<file path="config.mk">
export PLATFORM = sky130hd
export DESIGN_NAME = arbitro_tx_uart
export DESIGN_NICKNAME = d
export VERILOG_FILES = /design/src/rtl/uart_pkg.sv /design/src/rtl/arbitro_tx_uart_mux.sv /design/src/rtl/arbitro_tx_uart.sv
export SDC_FILE = /design/constraint.sdc
export NUM_CORES = 1
export LEC_CHECK = 0
export BUFFER_PORTS_ARGS = -buffer_cell sky130_fd_sc_hd__buf_2
export CAP_MARGIN = 20
export CORE_MARGIN = 2
export CORE_UTILIZATION = 43
export DETAILED_ROUTE_END_ITERATION = 6
export PLACE_DENSITY_LB_ADDON = 0.2
export SLEW_MARGIN = 0
export SYNTH_ARGS = -nofsm -noshare
export SYNTH_HDL_FRONTEND = slang
export SYNTH_SLANG_ARGS = --single-unit
</file>
<file path="constraint.sdc">
create_clock -name clk_i -period 1.6 [get_ports clk_i]
set_input_delay 0.32 -clock clk_i [delete_from_list [all_inputs] [get_ports clk_i]]
set_output_delay 0.32 -clock clk_i [all_outputs]
set_load 0.02 [all_outputs]
</file>
<file path="src/rtl/uart_pkg.sv">
// Shared types and constants for the UART subsystem.
// Holds the arbiter state encoding and the default data width.
package uart_pkg;

    localparam int ANCHO_DEF = 8;

    typedef logic [7:0] contador_t;

    typedef enum logic [1:0] {
        REPOSO,
        INICIO,
        ESPERA_OCUPADO,
        TRANSMITIENDO
    } estado_arbitro_t;

endpackage

</file>
<file path="src/rtl/arbitro_tx_uart_mux.sv">
// Plain 2:1 data selector.
// The arbiter uses it to steer the winning requester's byte.
module mux_2_a_1
    import uart_pkg::*;
#(
    parameter int ANCHO = ANCHO_DEF
) (
    input  logic [ANCHO-1:0] dato0_i,
    input  logic [ANCHO-1:0] dato1_i,
    input  logic             seleccion_i,
    output logic [ANCHO-1:0] dato_o
);

    assign dato_o = seleccion_i ? dato1_i : dato0_i;

endmodule

</file>
<file path="src/rtl/arbitro_tx_uart.sv">
// Round-robin arbiter for two byte producers sharing one UART transmitter.
// It grants one byte, pulses start/ack, then follows the TX busy flag.
module arbitro_tx_uart
    import uart_pkg::*;
#(
    parameter int ANCHO      = ANCHO_DEF,
    parameter int ESPERA_MAX = 4
) (
    input  logic             clk_i,
    input  logic             rst_i,
    input  logic             req0_i,
    input  logic [ANCHO-1:0] dato0_i,
    output logic             ack0_o,
    input  logic             req1_i,
    input  logic [ANCHO-1:0] dato1_i,
    output logic             ack1_o,
    input  logic             tx_ocupado_i,
    output logic             tx_inicio_o,
    output logic [ANCHO-1:0] tx_dato_o,
    output logic             seleccion_o,
    output logic             ocupado_o,
    output logic             error_o
);

    localparam contador_t LIMITE = contador_t'(ESPERA_MAX - 1);

    estado_arbitro_t estado_q, estado_d;
    contador_t       contador_q, contador_d;
    logic            ultimo_q, ultimo_d;
    logic            seleccion_q, seleccion_d;
    logic [ANCHO-1:0] txDato_q, txDato_d;
    logic            txInicio_q, txInicio_d;
    logic            ack0_q, ack0_d;
    logic            ack1_q, ack1_d;
    logic            error_q, error_d;
    logic            ganador;
    logic [ANCHO-1:0] datoMux;

    // On a tie the requester that did not win last time gets the grant.
    assign ganador = (req0_i && req1_i) ? ~ultimo_q : req1_i;

    mux_2_a_1 #(
        .ANCHO (ANCHO)
    ) uMux (
        .dato0_i     (dato0_i),
        .dato1_i     (dato1_i),
        .seleccion_i (ganador),
        .dato_o      (datoMux)
    );

    always_comb begin
        estado_d    = estado_q;
        contador_d  = contador_q;
        ultimo_d    = ultimo_q;
        seleccion_d = seleccion_q;
        txDato_d    = txDato_q;
        txInicio_d  = 1'b0;
        ack0_d      = 1'b0;
        ack1_d      = 1'b0;
        error_d     = 1'b0;

        unique case (estado_q)
            REPOSO: begin
                if ((req0_i || req1_i) && !tx_ocupado_i) begin
                    estado_d    = INICIO;
                    ultimo_d    = ganador;
                    seleccion_d = ganador;
                    txDato_d    = datoMux;
                    txInicio_d  = 1'b1;
                    ack0_d      = ~ganador;
                    ack1_d      = ganador;
                end
            end
            INICIO: begin
                contador_d = '0;
                estado_d   = ESPERA_OCUPADO;
            end
            ESPERA_OCUPADO: begin
                if (tx_ocupado_i) begin
                    estado_d = TRANSMITIENDO;
                end else if (contador_q == LIMITE) begin
                    // Ack already went out, so the byte is dropped rather than retried.
                    error_d    = 1'b1;
                    contador_d = '0;
                    estado_d   = REPOSO;
                end else begin
                    contador_d = contador_q + contador_t'(1);
                end
            end
            TRANSMITIENDO: begin
                if (!tx_ocupado_i) begin
                    estado_d = REPOSO;
                end
            end
            default: estado_d = REPOSO;
        endcase
    end

    always_ff @(posedge clk_i) begin
        if (rst_i) begin
            estado_q    <= REPOSO;
            contador_q  <= '0;
            ultimo_q    <= 1'b1;
            seleccion_q <= 1'b0;
            txDato_q    <= '0;
            txInicio_q  <= 1'b0;
            ack0_q      <= 1'b0;
            ack1_q      <= 1'b0;
            error_q     <= 1'b0;
        end else begin
            estado_q    <= estado_d;
            contador_q  <= contador_d;
            ultimo_q    <= ultimo_d;
            seleccion_q <= seleccion_d;
            txDato_q    <= txDato_d;
            txInicio_q  <= txInicio_d;
            ack0_q      <= ack0_d;
            ack1_q      <= ack1_d;
            error_q     <= error_d;
        end
    end

    assign ack0_o      = ack0_q;
    assign ack1_o      = ack1_q;
    assign tx_inicio_o = txInicio_q;
    assign tx_dato_o   = txDato_q;
    assign seleccion_o = seleccion_q;
    assign error_o     = error_q;
    assign ocupado_o   = (estado_q != REPOSO);

endmodule

</file>
# [After elaboration in Yosys (flattened, before gate mapping)]
# Index checks and enable logic that the tools add are counted.
[totals] reg_bits=24 inputBits=21
[classes] addsub=1 n_eq_ne=8 muxes=12 bitwise=5 reduce_logical=13
[ops] operator="2-to-1 mux 8 bit" count=3
[ops] operator="one-hot mux 8 bit (2 select lines)" count=1
[ops] operator="adder 8 x 1 -> 8 bit, second input constant" count=1
[ops] operator="== test 8 x 2 -> 1 bit, second input constant" count=1
[ops] operator="2-to-1 mux 2 bit" count=4
[ops] operator="one-hot mux 2 bit (4 select lines)" count=1
[ops] operator="!= test 2 bit, second input constant" count=3
[ops] operator="OR reduction 3 bit" count=2
[ops] operator="inverter 1 bit" count=5
[ops] operator="== test 2 bit, second input constant" count=2
[ops] operator="AND reduction 2 bit" count=2
[ops] operator="nonzero test 2 bit" count=2
[ops] operator="2-to-1 mux 1 bit" count=3
[ops] operator="!= test 3 bit, second input constant" count=1
[ops] operator="AND reduction 3 bit" count=1
[ops] operator="== test 2 x 1 -> 1 bit, second input constant" count=1
[ops] operator="logical AND 1 bit" count=2
[ops] operator="zero test 2 bit" count=1
[ops] operator="OR reduction 2 bit" count=1
[ops] operator="zero test 1 bit" count=1
[ops] operator="logical OR 1 bit" count=1

# [Longest topological paths before layout]
[logic_depth] ltp_word=4 mapped_depth=6 depth_no_buf=5

# [Hierarchy]
# From an unflattened synthesis, not the netlist that was laid out.
[hier_totals] cells_unflattened=123 area_unflattened_um2=1094.8
[modules_own_cells] module="arbitro_tx_uart" instances=1 cells_per_inst=114 area_per_inst_um2=963.4
[modules_own_cells] module="mux_2_a_1" instances=1 cells_per_inst=9 area_per_inst_um2=131.4

# [Worst setup path after synthesis]
# OpenSTA, ideal clock, no wires.
[synth_timing] path_kind="reg-to-reg" startpoint="register contador_q[0]" endpoint="register estado_q[1]" setup_time_ps=122 arrival_time_ps=1469 required_time_ps=1478 slack_ps=10 path_stages_with_launch=5 n_path_buf=0 period_less_slack_ps=1590 path_cell_list="dfxtp_1 ha_1 nor4b_1 a21oi_4 o311a_1"
[synth_via] elab_chain_len=3
[synth_rtl] element="start, declared" line_no="arbitro_tx_uart.sv:28" rtl="contador_t contador_q, contador_d;"
[synth_rtl] element="start signal, assigned" line_no="arbitro_tx_uart.sv:112" rtl="contador_q <= contador_d;"
[synth_rtl] element="== test 8 x 2 -> 1 bit" line_no="arbitro_tx_uart.sv:81" rtl="end else if (contador_q == LIMITE) begin"
[synth_rtl] element="!= test 3 bit (no source line)"
[synth_rtl] element="AND reduction 3 bit (no source line)"
[synth_rtl] element="end signal, assigned" line_no="arbitro_tx_uart.sv:111" rtl="estado_q <= estado_d;"
[synth_rtl] element="end, declared" line_no="arbitro_tx_uart.sv:27" rtl="estado_arbitro_t estado_q, estado_d;"
# No other way between the ends.
# A chain may end at the register's enable or synchronous reset.

# [Final worst setup path]
[layout_timing] startpoint="register contador_q[0]" endpoint="register contador_q[5]"
[layout_via] elab_chain_len=4
[layout_rtl] element="adder 8 x 1 -> 8 bit / == test 8 x 2 -> 1 bit (equally long branches)" line_no="arbitro_tx_uart.sv:87, arbitro_tx_uart.sv:81"
[layout_rtl] element="2-to-1 mux 8 bit (*)" line_no="arbitro_tx_uart.sv:81"
[layout_rtl] element="2-to-1 mux 8 bit (*)" line_no="arbitro_tx_uart.sv:79" rtl="if (tx_ocupado_i) begin"
[layout_rtl] element="one-hot mux 8 bit (2 select lines) (*)" line_no="arbitro_tx_uart.sv:62" rtl="unique case (estado_q)"
# Mark *: on every way between the ends. The rest lies on a longest branch, timed or not. The select of a mux whose other input is x is not followed.

==> impl_metrics.ini <==
[synthesis]
synthCells = 115
synthSimpleGateAreaFrac = 0.2473
synth.net_count = 137
dominantRegCellSynth = dfxtp_1
synth_mux_area_frac = 0.08602
synth_top_family_by_area = simple AND/OR/NAND/NOR gates
synth.avg_cell_area_um2 = 9.107
yosysWarnings = 0
synth_fa_ha_area_frac = 0.01195
ys_ff_latch = 24
syn_area_um2 = 1047
synth_edf_count = 0
synth-compound-area-share = 0.1649
synth_cell_types = 31
async_flop_share = 0
seq_area_frac_synth = 0.4588
synth_xor_area_frac = 0

[setup_path]
r2r_cells = 6
cp_slowest_cell = or3b_1
worstPathRequired_ns = 1.85
r2r_slack_ns = 0.07
path_depth = 6
cp-end-kind = flip-flop
cp-start-kind = flip-flop
path_buf_inv = 1
critical_path_class = flip-flop to flip-flop
crit_path_cell_trace = ha_1, nor4b_2, buf_4, a21oi_4, or3b_1, a31oi_1
cp_max_fo = 3
worstPathArrival_ns = 1.78
critPathMaxStageDelay_ns = 0.36
crit_family = simple AND/OR/NAND/NOR gates

[place]
hpwl_um = 1606
place_ws_ns = 0.005792
gp_congestion = 0.8797
io_buffers = 34

[die]
dieArea_um2 = 2846
io-pin-count = 35
start_util = 0.4645
die_w_um = 53.35
die_h_um = 53.35
rows = 17
core-area_um2 = 2255

[global_route]
grt_pass1_vias = 887
grt_pass1_wl_um = 3663
antenna_found_initial = 0
grt-ovfl-total = 0
grt_max_degree = 23
grt_usage = 0.1758

[sta]
final_hold_viol_count = 0
fmax_ghz = 0.6543
timing.hold.ws_ns = 0.3258
finalSetupTns_ns = 0
tightestPinTransition_ns = 0.4350
finalMaxSlewViolations = 0
setup_viol = 0
post-route-period-util = 0.9552
timing.final.crit_period_ns = 1.528
skew_ns = 0.002747
setup_slack_ns = 0.07167
relSlewSlack = 0.7078

[hold_path]
holdPathStages = 3
hp-class = input port to flip-flop

[cts]
root_buffer = clkbuf_4
cts_buffers = 3
clockBufferDepth = 2
clock_latency_ns = 0.31
cts_hold_repair.buffers = 0
cts_tree = yes
clk_pin_slew_worst_paths_ns = 0.13
htreeDepth = 1
clock-sinks = 24

[detailed_routing]
viasPerCell = 5.243
drtIter0Drc = 14
wl_per_cell_um = 11.75
route.detailed.drc = 0
finalWirelength_um = 2174
antenna_left = 0
firstDrtPassIters = 4
num_vias = 970

[final_layout]
syn2layout_area_growth_pct = 30.23
diodes = 0
finalNetCount = 180
drive_gt1_frac = 0.3439
nFillCells = 203
final_cell_mix = buf_2, dfxtp_1, nor2_1
final_common_cell = buf_2
postLayoutCoreUtil = 0.6049

[power]
total_leakage_power_uw = 0.0005972
power_uw = 1313
powerDensity_nw_per_um2 = 962.6
peakVddDrop_mv = 0.6871

[outcome]
outcome = completed

[job]
cap_violations = 0
==> kinds of logic after synthesis <==
group | Yosys count
flops | 24
compound gates | 24
fa+ha+maj | 1
simple gates | 49
buf+inv | 8
mux | 9
==> final cells by class <==
class,count,area (µm²),share of cell area
Clock buffer,3,22.52,0.01651
Clock inverter,1,30.03,0.02202
Inverter,3,11.26,0.008257
Sequential cell,24,483.0,0.3541
Multi-Input combinational cell,83,544.3,0.3991
Timing Repair Buffer,43,237.7,0.1743
Tap cell,28,35.03,0.02569
==> routing by layer <==
layer / part of all wire / GRT usage / vias to the layer above / routed length, µm
met5: 0 / 0 / - / 0
met4: 0.025 / 0.08974 / 0 / 55
met2: 0.45 / 0.2881 / 36 / 986
met3: 0.070 / 0.02825 / 8 / 152
met1: 0.45 / 0.2199 / 423 / 979
li1: - / - / 503 / -
==> metrics by stage <==
stage          instance area, µm²  cells
3_5_place_dp                 1291    180
3_3_place_gp                 1291    180
4_1_cts                      1344    184
5_1_grt                      1364    185
2_1_floorplan                1047    115
6_report                     1364    185
==> Yosys cell counts (2+ instances only) <==
cell,n,area [µm²]
a211oi_1,8,60.06
a21oi_1,5,25.02
a31oi_1,4,25.02
and3_1,3,18.77
buf_2,2,10.01
clkbuf_1,3,11.26
dfxtp_1,24,480.5
inv_1,3,11.26
mux2i_1,9,90.09
nand2_1,12,45.04
nand3_1,4,20.02
nand3b_1,3,22.52
nor2_1,14,52.55
nor3_1,3,15.01
or2_1,2,12.51
==> worst register-to-register path, delay by kind of cell (launching register included) <==
| kind | cells | cell delay (ns) |
|---|---|---|
| AO/OA/AOI/OAI | 2 | 0.26 |
| adder cells (fa/ha/maj) | 1 | 0.20 |
| buffers and inverters | 1 | 0.15 |
| flip-flops | 1 | 0.35 |
| AND/OR/NAND/NOR | 2 | 0.52 |
==> report_power, final <==
group          total, µW  switching, µW  leakage [µW]  internal [µW]
Sequential           649           16.9      0.000197            632
Combinational        234            137      0.000372           97.7
Clock                429            176     0.0000279            253
==> worst paths after layout <==
check                                                 from                         end
worst max-delay path            contador_q[0]$_SDFFE_PP0P_  contador_q[5]$_SDFFE_PP0P_
worst min-delay path                            dato0_i[7]   tx_dato_o[7]$_SDFFE_PP0P_
worst max register to register  contador_q[0]$_SDFFE_PP0P_  contador_q[5]$_SDFFE_PP0P_
worst min register to register    seleccion_o$_SDFFE_PP0P_    seleccion_o$_SDFFE_PP0P_
==> repair_timing <==
action                                  4_1_cts  5_1_grt
endpoints found under the setup margin        0        8
buffers inserted                              0        1
gates resized for setup                       0        4
Note: power is estimated with default switching activity, not from simulation.
